## config.mk

```make
export PLATFORM = sky130hd
export DESIGN_NAME = flow_control_scheduler
export DESIGN_NICKNAME = d
export VERILOG_FILES = /design/src/rtl/struct_s.sv /design/src/rtl/flow_control_credit.sv /design/src/rtl/flow_control_scheduler.sv
export SDC_FILE = /design/constraint.sdc
export NUM_CORES = 1
export LEC_CHECK = 0
export ABC_AREA = 1
export CORE_AREA = 4 4 431 433
export DETAILED_ROUTE_END_ITERATION = 16
export DIE_AREA = 0 0 435 437
export GPL_TIMING_DRIVEN = 0
export PLACE_DENSITY_LB_ADDON = 0.12
export SLEW_MARGIN = 20
export SYNTH_ARGS = -nofsm -noshare
export SYNTH_HDL_FRONTEND = slang
export SYNTH_HIERARCHICAL = 1
export SYNTH_SLANG_ARGS = --single-unit
```

## constraint.sdc

```tcl
create_clock -name clk -period 4.3 [get_ports clk]
set_clock_uncertainty 0.2 [all_clocks]
set_input_delay 0.43 -clock clk [delete_from_list [all_inputs] [get_ports clk]]
set_output_delay 0.43 -clock clk [all_outputs]
set_load 0.02 [all_outputs]
```

## src/rtl/struct_s.sv

```systemverilog
// Shared packet definitions for the flow-control link: ACK packet layout and
// protocol constants used by both the scheduler and the peer link parser.
package struct_s;

  localparam logic [15:0] PROT_ETH     = 16'h0800;
  localparam logic [3:0]  IP_V4        = 4'd4;
  localparam logic [7:0]  PROT_UDP     = 8'd17;
  localparam logic [15:0] ACK_PKT_PORT = 16'hF1C0;
  // 14 B eth + 20 B ip + 8 B udp + 4 B payload = 46 B of a 64 B flit
  localparam logic [5:0]  ACK_EMPTY    = 6'd18;

  typedef struct packed {
    logic [47:0]  eth_dst;
    logic [47:0]  eth_src;
    logic [15:0]  eth_type;
    logic [3:0]   ip_version;
    logic [3:0]   ip_ihl;
    logic [7:0]   ip_tos;
    logic [15:0]  ip_len;
    logic [15:0]  ip_id;
    logic [15:0]  ip_frag;
    logic [7:0]   ip_ttl;
    logic [7:0]   ip_proto;
    logic [15:0]  ip_csum;
    logic [31:0]  ip_src;
    logic [31:0]  ip_dst;
    logic [15:0]  udp_sport;
    logic [15:0]  udp_dport;
    logic [15:0]  udp_len;
    logic [15:0]  udp_csum;
    logic [31:0]  data;
    logic [143:0] pad;
  } ack_pkt_t;

  typedef enum logic [1:0] {
    ST_IDLE = 2'd0,
    ST_DATA = 2'd1,
    ST_ACK  = 2'd2
  } fc_state_e;

  function automatic ack_pkt_t build_ack(input logic [31:0] consumed);
    ack_pkt_t p;
    p            = '0;
    p.eth_type   = PROT_ETH;
    p.ip_version = IP_V4;
    p.ip_ihl     = 4'd5;
    p.ip_len     = 16'd32;
    p.ip_ttl     = 8'd64;
    p.ip_proto   = PROT_UDP;
    p.udp_sport  = ACK_PKT_PORT;
    p.udp_dport  = ACK_PKT_PORT;
    p.udp_len    = 16'd12;
    p.data       = consumed;
    return p;
  endfunction

endpackage

```

## src/rtl/flow_control_credit.sv

```systemverilog
// Credit tracker: counts accepted data flits against the peer's consumed count
// and flags whether another flit fits in the downstream buffer.
module flow_control_credit #(
  parameter int IN_BUF_DEPTH = 256
) (
  input  logic        clk,
  input  logic        rst,
  input  logic        send,
  input  logic        ds_valid,
  input  logic [31:0] ds_consumed_flit,
  output logic        credit_ok
);

  logic [31:0] sent_cnt_q, sent_cnt_d;
  logic [31:0] ds_cnt_q, ds_cnt_d;
  logic [31:0] in_flight;

  always_comb begin
    sent_cnt_d = send ? sent_cnt_q + 32'd1 : sent_cnt_q;
    ds_cnt_d   = ds_valid ? ds_consumed_flit : ds_cnt_q;
    // modular subtraction keeps the distance correct across counter wrap
    in_flight  = sent_cnt_q - ds_cnt_q;
    credit_ok  = in_flight < 32'(IN_BUF_DEPTH);
  end

  always_ff @(posedge clk or posedge rst) begin
    if (rst) begin
      sent_cnt_q <= '0;
      ds_cnt_q   <= '0;
    end else begin
      sent_cnt_q <= sent_cnt_d;
      ds_cnt_q   <= ds_cnt_d;
    end
  end

endmodule

```

## src/rtl/flow_control_scheduler.sv

```systemverilog
// Merges the local data stream with periodic ACK flits onto the inter-FPGA link,
// gating data on downstream credit and never splitting a packet with an ACK.
module flow_control_scheduler
  import struct_s::*;
#(
  parameter int IN_BUF_DEPTH = 256,
  parameter int ACK_PERIOD   = 64
) (
  input  logic         clk,
  input  logic         rst,
  input  logic [511:0] in_data,
  input  logic         in_valid,
  input  logic         in_sop,
  input  logic         in_eop,
  input  logic [5:0]   in_empty,
  output logic         in_ready,
  output logic [511:0] out_data,
  output logic         out_valid,
  output logic         out_sop,
  output logic         out_eop,
  output logic [5:0]   out_empty,
  input  logic         out_ready,
  input  logic [31:0]  ds_consumed_flit,
  input  logic         ds_valid,
  input  logic [31:0]  local_consumed_flit
);

  localparam int TW = (ACK_PERIOD > 1) ? $clog2(ACK_PERIOD) : 1;
  localparam logic [TW-1:0] T_LAST = TW'(ACK_PERIOD - 1);

  fc_state_e     state_q, state_d;
  logic [TW-1:0] timer_q, timer_d;
  logic          ack_pending_q, ack_pending_d;
  logic [31:0]   snap_q, snap_d;

  logic credit_ok;
  logic pass_ok;
  logic data_go;
  logic ack_accept;

  flow_control_credit #(
    .IN_BUF_DEPTH(IN_BUF_DEPTH)
  ) u_credit (
    .clk             (clk),
    .rst             (rst),
    .send            (data_go),
    .ds_valid        (ds_valid),
    .ds_consumed_flit(ds_consumed_flit),
    .credit_ok       (credit_ok)
  );

  always_comb begin
    // IDLE only opens for a packet start, and only when no ACK is waiting
    pass_ok = ((state_q == ST_IDLE) && !ack_pending_q && in_sop) ||
              (state_q == ST_DATA);

    out_data  = in_data;
    out_sop   = in_sop;
    out_eop   = in_eop;
    out_empty = in_empty;
    out_valid = in_valid & credit_ok & pass_ok & ~rst;
    in_ready  = out_ready & credit_ok & pass_ok & ~rst;

    if (state_q == ST_ACK) begin
      out_data  = build_ack(snap_q);
      out_sop   = 1'b1;
      out_eop   = 1'b1;
      out_empty = ACK_EMPTY;
      out_valid = ~rst;
      in_ready  = 1'b0;
    end

    data_go    = in_valid & in_ready;
    ack_accept = (state_q == ST_ACK) & out_ready;
  end

  always_comb begin
    state_d       = state_q;
    snap_d        = snap_q;
    timer_d       = (timer_q == T_LAST) ? '0 : timer_q + 1'b1;
    // a timeout while already pending folds into the outstanding request
    ack_pending_d = (timer_q == T_LAST) | (ack_pending_q & ~ack_accept);

    unique case (state_q)
      ST_IDLE: begin
        if (ack_pending_q) begin
          state_d = ST_ACK;
          snap_d  = local_consumed_flit;
        end else if (data_go && !in_eop) begin
          state_d = ST_DATA;
        end
      end
      ST_DATA: begin
        if (data_go && in_eop) state_d = ST_IDLE;
      end
      ST_ACK: begin
        if (out_ready) state_d = ST_IDLE;
      end
      default: state_d = ST_IDLE;
    endcase
  end

  always_ff @(posedge clk or posedge rst) begin
    if (rst) begin
      state_q       <= ST_IDLE;
      timer_q       <= '0;
      ack_pending_q <= 1'b0;
      snap_q        <= '0;
    end else begin
      state_q       <= state_d;
      timer_q       <= timer_d;
      ack_pending_q <= ack_pending_d;
      snap_q        <= snap_d;
    end
  end

endmodule

```

Yosys cells after proc, flatten, opt, wreduce, memory -nomap -nowiden
Index checks and enable logic that the tools add are counted.
{"block": "totals", "wordCells": 50, "in_bits": 589, "regBits": 105, "output_inout_bits": 522}
{"block": "op_classes", "eq_ne": 6, "n_lt_le_gt_ge": 1, "bitwise": 12, "n_reduce_logical": 10, "muxes": 12, "addsub": 3}
{"operator": "$mux 512", "count": 1}
{"operator": "$add 32x1->32 const B", "count": 1}
{"operator": "$lt 32x9->1 const B", "count": 1}
{"operator": "$sub 32x32->32", "count": 1}
{"operator": "$mux 6", "count": 2}
{"operator": "$and 1x1->1", "count": 9}
{"operator": "$mux 2", "count": 4}
{"operator": "$add 6x1->6 const B", "count": 1}
{"operator": "$eq 6x6->1 const B", "count": 1}
{"operator": "$pmux 2 s3", "count": 1}
{"operator": "$logic_and 1x1->1", "count": 4}
{"operator": "$mux 1", "count": 4}
{"operator": "$ne 3x2->1 const B", "count": 1}
{"operator": "$reduce_and 3->1", "count": 1}
{"operator": "$eq 2x1->1 const B", "count": 1}
{"operator": "$eq 2x2->1 const B", "count": 1}
{"operator": "$logic_not 1->1", "count": 2}
{"operator": "$logic_not 2->1", "count": 1}
{"operator": "$ne 2x1->1 const B", "count": 1}
{"operator": "$ne 2x2->1 const B", "count": 1}
{"operator": "$not 1->1", "count": 2}
{"operator": "$reduce_and 2->1", "count": 1}
{"operator": "$logic_or 1x1->1", "count": 1}
{"operator": "$or 1x1->1", "count": 1}

Depth between registers and ports, before layout
Gate-level depths: netlist of run 1.
{"block": "logic_depth", "depth_word": 12, "mapped_depth": 34, "depth_no_buf": 33}

Modules after synthesis
The synthesis of run 1 kept the hierarchy.
{"module": "flow_control_scheduler", "cells_each": 1247, "area_each_um2": 6068.3, "n_inst": 1, "seq_area_each_um2": 1026.0}
{"module": "flow_control_credit", "cells_each": 846, "area_each_um2": 5310.1, "n_inst": 1, "seq_area_each_um2": 1601.5}

Worst setup path before layout of run 1
Ideal clock, no wire load.
{"block": "synth_path", "path_kind": "register to register", "from": "register u_credit.sent_cnt_q[22]", "to": "register u_credit.sent_cnt_q[28]", "arrival_ns": 3.464, "setup_ns": 0.079, "path_slack_ns": 0.557, "stages_incl_launch_ff": 31, "period_less_slack_ns": 3.743, "path_buffers": 1, "required_ns": 4.021, "cell_sequence": "dfrtp_1 ha_1 nand2_1 nor2_1 inv_1 nor3_1 and2_1 nand2_1 nand2_1 nand2_1 nand2_1 nand2_1 nor2_1 nand3_1 nor2_1 nand2_1 nor2_2 nand3_2 inv_1 buf_4 nand4_4 nor2_4 nand2_4 nor2_4 nand2_4 nor2_4 nand3_2 nor2_2 nand2_2 nor2_2 xor2_1"}
{"block": "synth_between", "elab_chain_cells": 7, "elab_cells_between_ends": 8, "cone_classes": "add/sub: 2; order compare: 1; mux: 1; bitwise: 4"}
{"element": "start: declaration", "line": "flow_control_credit.sv:14", "rtl": "logic [31:0] sent_cnt_q, sent_cnt_d;"}
{"element": "start signal: assignment", "line": "flow_control_credit.sv:31", "rtl": "sent_cnt_q <= sent_cnt_d;"}
{"element": "$sub 32x32->32", "line": "flow_control_credit.sv:22", "rtl": "in_flight = sent_cnt_q - ds_cnt_q;"}
{"element": "$lt 32x9->1", "line": "flow_control_credit.sv:23", "rtl": "credit_ok = in_flight < 32'(IN_BUF_DEPTH);"}
{"element": "net credit_ok", "line": "flow_control_scheduler.sv:36", "rtl": "logic credit_ok;"}
{"element": "$and 1x1->1 (3 in series)", "line": "flow_control_scheduler.sv:62", "rtl": "in_ready = out_ready & credit_ok & pass_ok & ~rst;"}
{"element": "$mux 1", "line": "flow_control_scheduler.sv:64", "rtl": "if (state_q == ST_ACK) begin"}
{"element": "$and 1x1->1", "line": "flow_control_scheduler.sv:73", "rtl": "data_go = in_valid & in_ready;"}
{"element": "net data_go", "line": "flow_control_scheduler.sv:38", "rtl": "logic data_go;"}
The timed path passes the listed nets, and every way through them passes these cells.
A chain may end at the register's enable or synchronous reset.

Final worst setup path of run 1
{"block": "layout_path", "from": "register state_q[1]", "to": "output port out_data[365]"}
{"block": "layout_between", "elab_chain_cells": 2}
{"element": "start: declaration", "line": "flow_control_scheduler.sv:31", "rtl": "fc_state_e state_q, state_d;"}
{"element": "start signal: assignment", "line": "flow_control_scheduler.sv:110", "rtl": "state_q <= state_d;"}
{"element": "$eq 2x2->1", "line": "flow_control_scheduler.sv:64"}
{"element": "$mux 512", "line": "flow_control_scheduler.sv:64"}
{"element": "end: declaration", "line": "flow_control_scheduler.sv:17", "rtl": "output logic [511:0] out_data,"}
Every way passes these cells.

==> reports/metrics.yaml, run 1 <==
status:
  status: "finished clean"
sta:
  rsz0062_at_grt: "true"
  hold_viol: 0
  finalWorstSetupSlack_ns: 0.123
  setup_violations: 0
  tightest_slew_ns: 1.13
  slew_headroom_pct: 24.5
  drv_slew: 0
  period_needed_ns: 4.18
  max_freq_ghz: 0.239
  final.period_utilization_pct: 97.1
power_and_ir_drop:
  worst_ir_drop_vdd_mv: 0.224
  combPwrFrac_pct: 70.9
  power_density_nw_per_um2: 274
  power.total_uw: 7540
  pwr-share-clk_pct: 12.5
  p_sw_share_pct: 50.8
  p_sw_uw: 3830
  power.leakage_uw: 0.0131
  p_int_uw: 3710
  seqPwrFrac_pct: 16.6
synth:
  syn_area_per_cell_um2: 5.44
  yosysWarnings: 6
  synth-seq-cells: 105
  syn_inst: 2093
  yosysSeqAreaShare_pct: 23.1
  synth_edf_count: 0
  synth_nets: 2714
  syn-cell-area_um2: 11400
  synthDistinctLibCells: 36
  synth-main-ff-cell: "dfrtp_1"
  ys_async_sr_fraction_pct: 100
floorplanning:
  ios: 1111
  die_y_um: 437
  start_util_pct: 6.25
  die_x_um: 435
  num_rows: 157
  fp.coreArea_um2: 182000
  die-area_um2: 190000
finish:
  areaGrowthSynthToFinish_pct: 142
  drive_gt1_share_pct: 12.3
  fin_nets: 3907
  layout_commonest_cell: "clkdlybuf4s50_1"
  layout_common_cells: "1107 x clkdlybuf4s50_1, 638 x inv_1, 518 x nor2_1"
  post-route-util_pct: 15.1
setup_path:
  worst_ep_arrival_time_ns: 3.55
  crit_path_end_kind: "output pin"
  critPathMaxFanout: 11
  reg2reg_depth: 32
  r2r_slack_ns: 0.27
  start_kind: "register"
  r2r_end: "u_credit/sent_cnt_q[28]$_DFFE_PP0P_"
  worstSetupPathType: "reg2out"
  crit_required_ns: 3.67
  r2r-start: "u_credit/sent_cnt_q[11]$_DFFE_PP0P_"
drt:
  firstDrtPassIters: 5
  first_iter_violations: 852
  drtAntennaViolNets: 0
  num_vias: 17600
  drt-total-wl_um: 188000
  routedWlPerCell_um: 32.9
  drc: 0
  avgViaCountPerCell: 3.08
clock_tree:
  clk_pin_slew_worst_paths_ns: 0.09
  cts_hold_buf: 0
  clkLatencyLatePin_ns: 0.42
  cts-htree-levels: 3
  cts_buffers: 9
  cts_tree: "built"
  cts_root_buf: "clkbuf_16"
  cts_sinks: 105
  clock_path_buffers: 2
grt:
  grt_pass1_wl_um: 227000
  grt_pass1_vias: 17700
  gr-total-overflow: 0
  grt.total_usage_pct: 18.9
  grt_max_degree: 41
  antenna_found_initial: 145
worst_hold_path:
  hold_class: "in2async"
job:
  drv_cap: 0
placed_design:
  globalplace.congestion: 0.953
  portBuffers: 1109
  hpwl_um: 174000
  dpl_worst_slack_ns: -0.983
cells by family (layout without fill, tap and decap cells):
| family | Yosys count | after routing | synth area share, % |
|---|---|---|---|
| AOI/OAI and AO/OA | 95 | 95 | 4.57 |
| xor gates and xnor gates | 34 | 34 | 2.62 |
| adders and majority gates | 32 | 32 | 3.52 |
| buffers and inverters | 741 | 1939 | 25.7 |
| DFF | 105 | 105 | 23.1 |
| muxes | 17 | 17 | 2.14 |
| other | 0 | 31 | 0 |
| and+or+nand+nor | 1069 | 1069 | 38.4 |
state kept, by name, indices dropped and copies added (netlist names):
| register | flops |
|---|---|
| state_q | 2 |
| u_credit/ds_cnt_q | 32 |
| u_credit/sent_cnt_q | 32 |
| timer_q | 6 |
| ack_pending_q | 1 |
| snap_q | 32 |
synthesized netlist by cell type (3+ instances only):
master	number	area [µm²]
ha_1	32	400
buf_4	20	150
clkbuf_1	14	52.6
nor2_2	6	37.5
nand3b_1	6	45.0
nand2_2	3	18.8
dfrtp_1	105	2630
a21oi_2	9	78.8
a31oi_1	3	18.8
o21ai_0	49	245
buf_6	3	33.8
nor2_4	3	33.8
nand3_1	41	205
nand2_1	394	1480
xnor2_1	13	114
nor4_1	4	25.0
nor2_1	544	2040
nor3_1	10	50.1
or2_1	29	181
a21oi_1	31	155
mux2_4	14	210
inv_1	666	2500
buf_2	36	180
mux2_2	3	33.8
nand4_1	18	113
nand2_4	3	33.8
xor2_1	21	184
metrics by stage:
| step | hold WS, ns | std cells | TNS, ns | cell area, µm² |
|---|---|---|---|---|
| after CTS | 0.252 | 5645 | -0.0209 | 26700 |
| after floorplan | 0.233 | 2093 | 0 | 11400 |
| after global routing | 0.273 | 5681 | -0.154 | 27400 |
| after detailed placement | 0.260 | 5589 | -14.25 | 25500 |
| after global placement | 0.264 | 5587 | -16.78 | 25500 |
| final | 0.257 | 5707 | 0 | 27500 |
how the worst max path moves through the flow:
stage / start / endpoint / slack [ns] / cells after the start
after floorplan: u_credit/sent_cnt_q[22]$_DFFE_PP0P_ / u_credit/sent_cnt_q[28]$_DFFE_PP0P_ / 0.56 / 30
after global placement: u_credit/sent_cnt_q[10]$_DFFE_PP0P_ / u_credit/sent_cnt_q[27]$_DFFE_PP0P_ / -1.08 / 25
after detailed placement: u_credit/sent_cnt_q[18]$_DFFE_PP0P_ / u_credit/sent_cnt_q[27]$_DFFE_PP0P_ / -0.98 / 24
after CTS: u_credit/sent_cnt_q[11]$_DFFE_PP0P_ / u_credit/sent_cnt_q[28]$_DFFE_PP0P_ / -0.02 / 31
after global routing: u_credit/sent_cnt_q[8]$_DFFE_PP0P_ / u_credit/sent_cnt_q[27]$_DFFE_PP0P_ / -0.06 / 27
final: state_q[1]$_DFFE_PP0P_ / out_data[365] / 0.12 / 6
routing by layer:
metal	global-route usage, %	wire, µm	vias up
met2	35.1	96400	879
met5	0	79	-
met3	5.44	13000	254
met1	22.0	74900	8147
li1	-	-	8281
met4	2.59	3500	12
critical path, stage by stage, from the launching register on:
cell             delay (ns)
dfrtp_1                0.44
nand2_4                0.17
inv_2                  0.22
buf_2                  0.33
buf_2                  0.26
nor2_1                 0.86
clkdlybuf4s50_1        0.84
repair_timing:
action,in CTS,in global routing
gates cloned,0,0
pin swaps,31,69
setup buffers,40,31
setup endpoints to repair,29,16
gates resized for setup,137,148
cell type report:
class	instances	area, µm²
clock buffer	10	229
inverter	668	2510
fill	21200	155000
tap	2385	2980
sequential	105	2660
multi-input combinational	1247	6870
timing repair buffer	1182	11700
antenna	31	77.6
clock inverter	6	70.1
buffer	73	424
power by group through the flow:
| stage | Combinational, µW | Sequential, µW | Clock, µW |
|---|---|---|---|
| final | 5340 | 1250 | 943 |
| after global routing | 5610 | 1270 | 1050 |
| after CTS | 5390 | 1250 | 1030 |
| after detailed placement | 5290 | 1260 | 0 |
| after global placement | 5320 | 1260 | 0 |
| after floorplan | 1990 | 1240 | 0 |
Note: power is estimated with default switching activity, not from simulation.
==> inputs of run 2 (changes only) <==
- CORE_AREA: 4 4 431 433 -> 2 2 429 431
- DIE_AREA: 0 0 435 437 -> 0 0 431 433
==> reports/metrics.yaml, run 2 (synthesis results as in run 1) <==
floorplanning:
  start_util_pct: 6.25  # unchanged
  die-area_um2: 187000  # -1.8%
  num_rows: 157  # unchanged
  fp.coreArea_um2: 182000  # unchanged
  ios: 1111  # unchanged
  die_y_um: 433  # -0.92%
  die_x_um: 431  # -0.92%
worst_hold_path:
  hold_class: "reg2reg"
power_and_ir_drop:
  power.leakage_uw: 0.0130  # -0.62%
  power_density_nw_per_um2: 281  # +2.5%
  combPwrFrac_pct: 70.8  # about the same
  seqPwrFrac_pct: 16.3  # -0.3 points
  p_sw_share_pct: 51.0  # +0.18 points
  p_int_uw: 3740  # +1.0%
  p_sw_uw: 3900  # +1.8%
  worst_ir_drop_vdd_mv: 0.220  # -1.5%
  power.total_uw: 7640  # +1.4%
  pwr-share-clk_pct: 12.8  # +0.3 points
drt:
  avgViaCountPerCell: 3.06  # -0.67%
  wl_met2_um: 84200  # -13%
  first_iter_violations: 865  # +1.5%
  num_vias: 17400  # -0.95%
  drt-met1-wl_um: 62100  # -17%
  drtAntennaViolNets: 0  # unchanged
  routedWlPerCell_um: 30.1  # -8.5%
  drt-total-wl_um: 172000  # -8.7%
  drc: 0  # unchanged
  firstDrtPassIters: 5  # unchanged
  wl_met3_um: 19200  # +48%
  top_layer: "met5"
grt:
  grt_max_degree: 43  # +4.9%
  gr-total-overflow: 0  # unchanged
  grt_pass1_vias: 17400  # -2.0%
  grt_pass1_wl_um: 206000  # -9.4%
  grt.total_usage_pct: 17.5  # -1.4 points
  antenna_found_initial: 79  # -46%
setup_path:
  critPathMaxStageDelay_ns: 0.91  # +0.05 ns
  startpoint: "state_q[1]$_DFFE_PP0P_"
  crit_required_ns: 3.67  # about the same
  cp_slowest_cell: "nor2_1"
  worst_ep_arrival_time_ns: 3.55  # about the same
  reg2reg_depth: 21  # -34%
  critPathMaxFanout: 10  # -1
  start_kind: "register"
  crit_path_end_kind: "output pin"
  crit_top_cell: "buf_2"
  r2r_slack_ns: 0.19  # -0.08 ns
  timing.critical_path.to: "out_data[376]"
  worstSetupPathType: "reg2out"
  r2r-start: "u_credit/sent_cnt_q[13]$_DFFE_PP0P_"
  crit_path_cell_trace: "nand2_4 > inv_2 > buf_2 > buf_2 > nor2_1 > clkdlybuf4s50_1"
  r2r_end: "u_credit/sent_cnt_q[30]$_DFFE_PP0P_"
finish:
  largestRegisters: "snap_q x32, u_credit/ds_cnt_q x32, u_credit/sent_cnt_q x32"
  drive_gt1_share_pct: 11.2  # -1.1 points
  layout_common_cells: "1107 x clkdlybuf4s50_1, 643 x inv_1, 521 x nor2_1"
  post-route-util_pct: 15.0  # -0.15 points
  areaGrowthSynthToFinish_pct: 139
  design_area_um2: 27200  # -1.0%
  fin_nets: 3903  # -0.10%
  layout_commonest_cell: "clkdlybuf4s50_1"
placed_design:
  place_area_um2: 25500  # -0.14%
  globalplace.congestion: 0.909  # -4.6%
  hpwl_um: 159000  # -8.9%
  portBuffers: 1109  # unchanged
  dpl_worst_slack_ns: -1.51  # -0.530 ns
clock_tree:
  cts-htree-levels: 3  # unchanged
  clkLatencyLatePin_ns: 0.42  # about the same
  cts_root_buf: "clkbuf_16"
  clock_path_buffers: 2  # unchanged
  cts_sinks: 105  # unchanged
  cts_hold_buf: 0  # unchanged
  cts_buffers: 9  # unchanged
  cts_tree: "built"
  clk_pin_slew_worst_paths_ns: 0.08  # about the same
job:
  drv_cap: 0  # unchanged
sta:
  setup_violations: 0  # unchanged
  final.period_utilization_pct: 97.2  # about the same
  tightest_slew_ns: 1.20  # +0.0729 ns
  drv_slew: 0  # unchanged
  max_freq_ghz: 0.239  # about the same
  finalWorstSetupSlack_ns: 0.121  # -0.00242 ns
  hold_viol: 0  # unchanged
  rsz0062_at_grt: "true"
  period_needed_ns: 4.18  # +0.00242 ns
  slew_headroom_pct: 19.7  # -4.9 points
status:
  status: "finished clean"
==> run 2: cell type report <==
cell class | count | area [µm²]
Multi-Input combinational cell | 1247 | 6650
Inverter | 668 | 2520
Antenna cell | 19 | 47.5
Sequential cell | 105 | 2660
Fill cell | 21300 | 155000
Tap cell | 2385 | 2980
Buffer | 72 | 409
Clock buffer | 10 | 229
Timing Repair Buffer | 1179 | 11600
Clock inverter | 6 | 83.8
==> run 2: what timing repair did <==
item,4_1_cts,5_1_grt
pin swaps,44,32
endpoints found under the setup margin,34,16
resized for setup,178,62
buffers inserted,46,23
==> run 2: worst min path at each step <==
stage | from | to | slack (ns) | cells after the start
detailed placement | timer_q[0]$_DFF_PP0_ | timer_q[0]$_DFF_PP0_ | 0.26 | 1
CTS | timer_q[0]$_DFF_PP0_ | timer_q[0]$_DFF_PP0_ | 0.28 | 1
global placement | timer_q[0]$_DFF_PP0_ | timer_q[0]$_DFF_PP0_ | 0.26 | 1
finish | timer_q[0]$_DFF_PP0_ | timer_q[0]$_DFF_PP0_ | 0.28 | 1
global route | timer_q[0]$_DFF_PP0_ | timer_q[0]$_DFF_PP0_ | 0.31 | 1
floorplan | timer_q[0]$_DFF_PP0_ | timer_q[0]$_DFF_PP0_ | 0.23 | 1
==> run 2: routing by layer <==
metal  vias to the layer above  track usage, %
met5                         -               0
met4                        14            5.91
met3                       182            8.52
met2                       807            30.2
met1                      8165            18.6
li1                       8238               -
==> run 2: critical path: cells and delay by family (launching register included) <==
family | cells | cell delay [ns]
flops | 1 | 0.45
simple gates | 2 | 1.06
buf+inv | 4 | 1.60
==> run 2: power groups by stage <==
stage	Clock [µW]	Sequential (µW)	Combinational (µW)
floorplan	0	1240	1990
global placement	0	1260	5380
detailed placement	0	1260	5350
CTS	1050	1240	5480
global route	1070	1270	5680
finish	981	1250	5420
==> run 2: through the flow <==
| step | TNS [ns] | hold slack [ns] | cells |
|---|---|---|---|
| after global placement | -34.76 | 0.265 | 5587 |
| final | 0 | 0.278 | 5691 |
| after floorplan | 0 | 0.233 | 2093 |
| after CTS | -0.127 | 0.277 | 5650 |
| after global routing | -0.478 | 0.311 | 5679 |
| after detailed placement | -25.84 | 0.259 | 5588 |
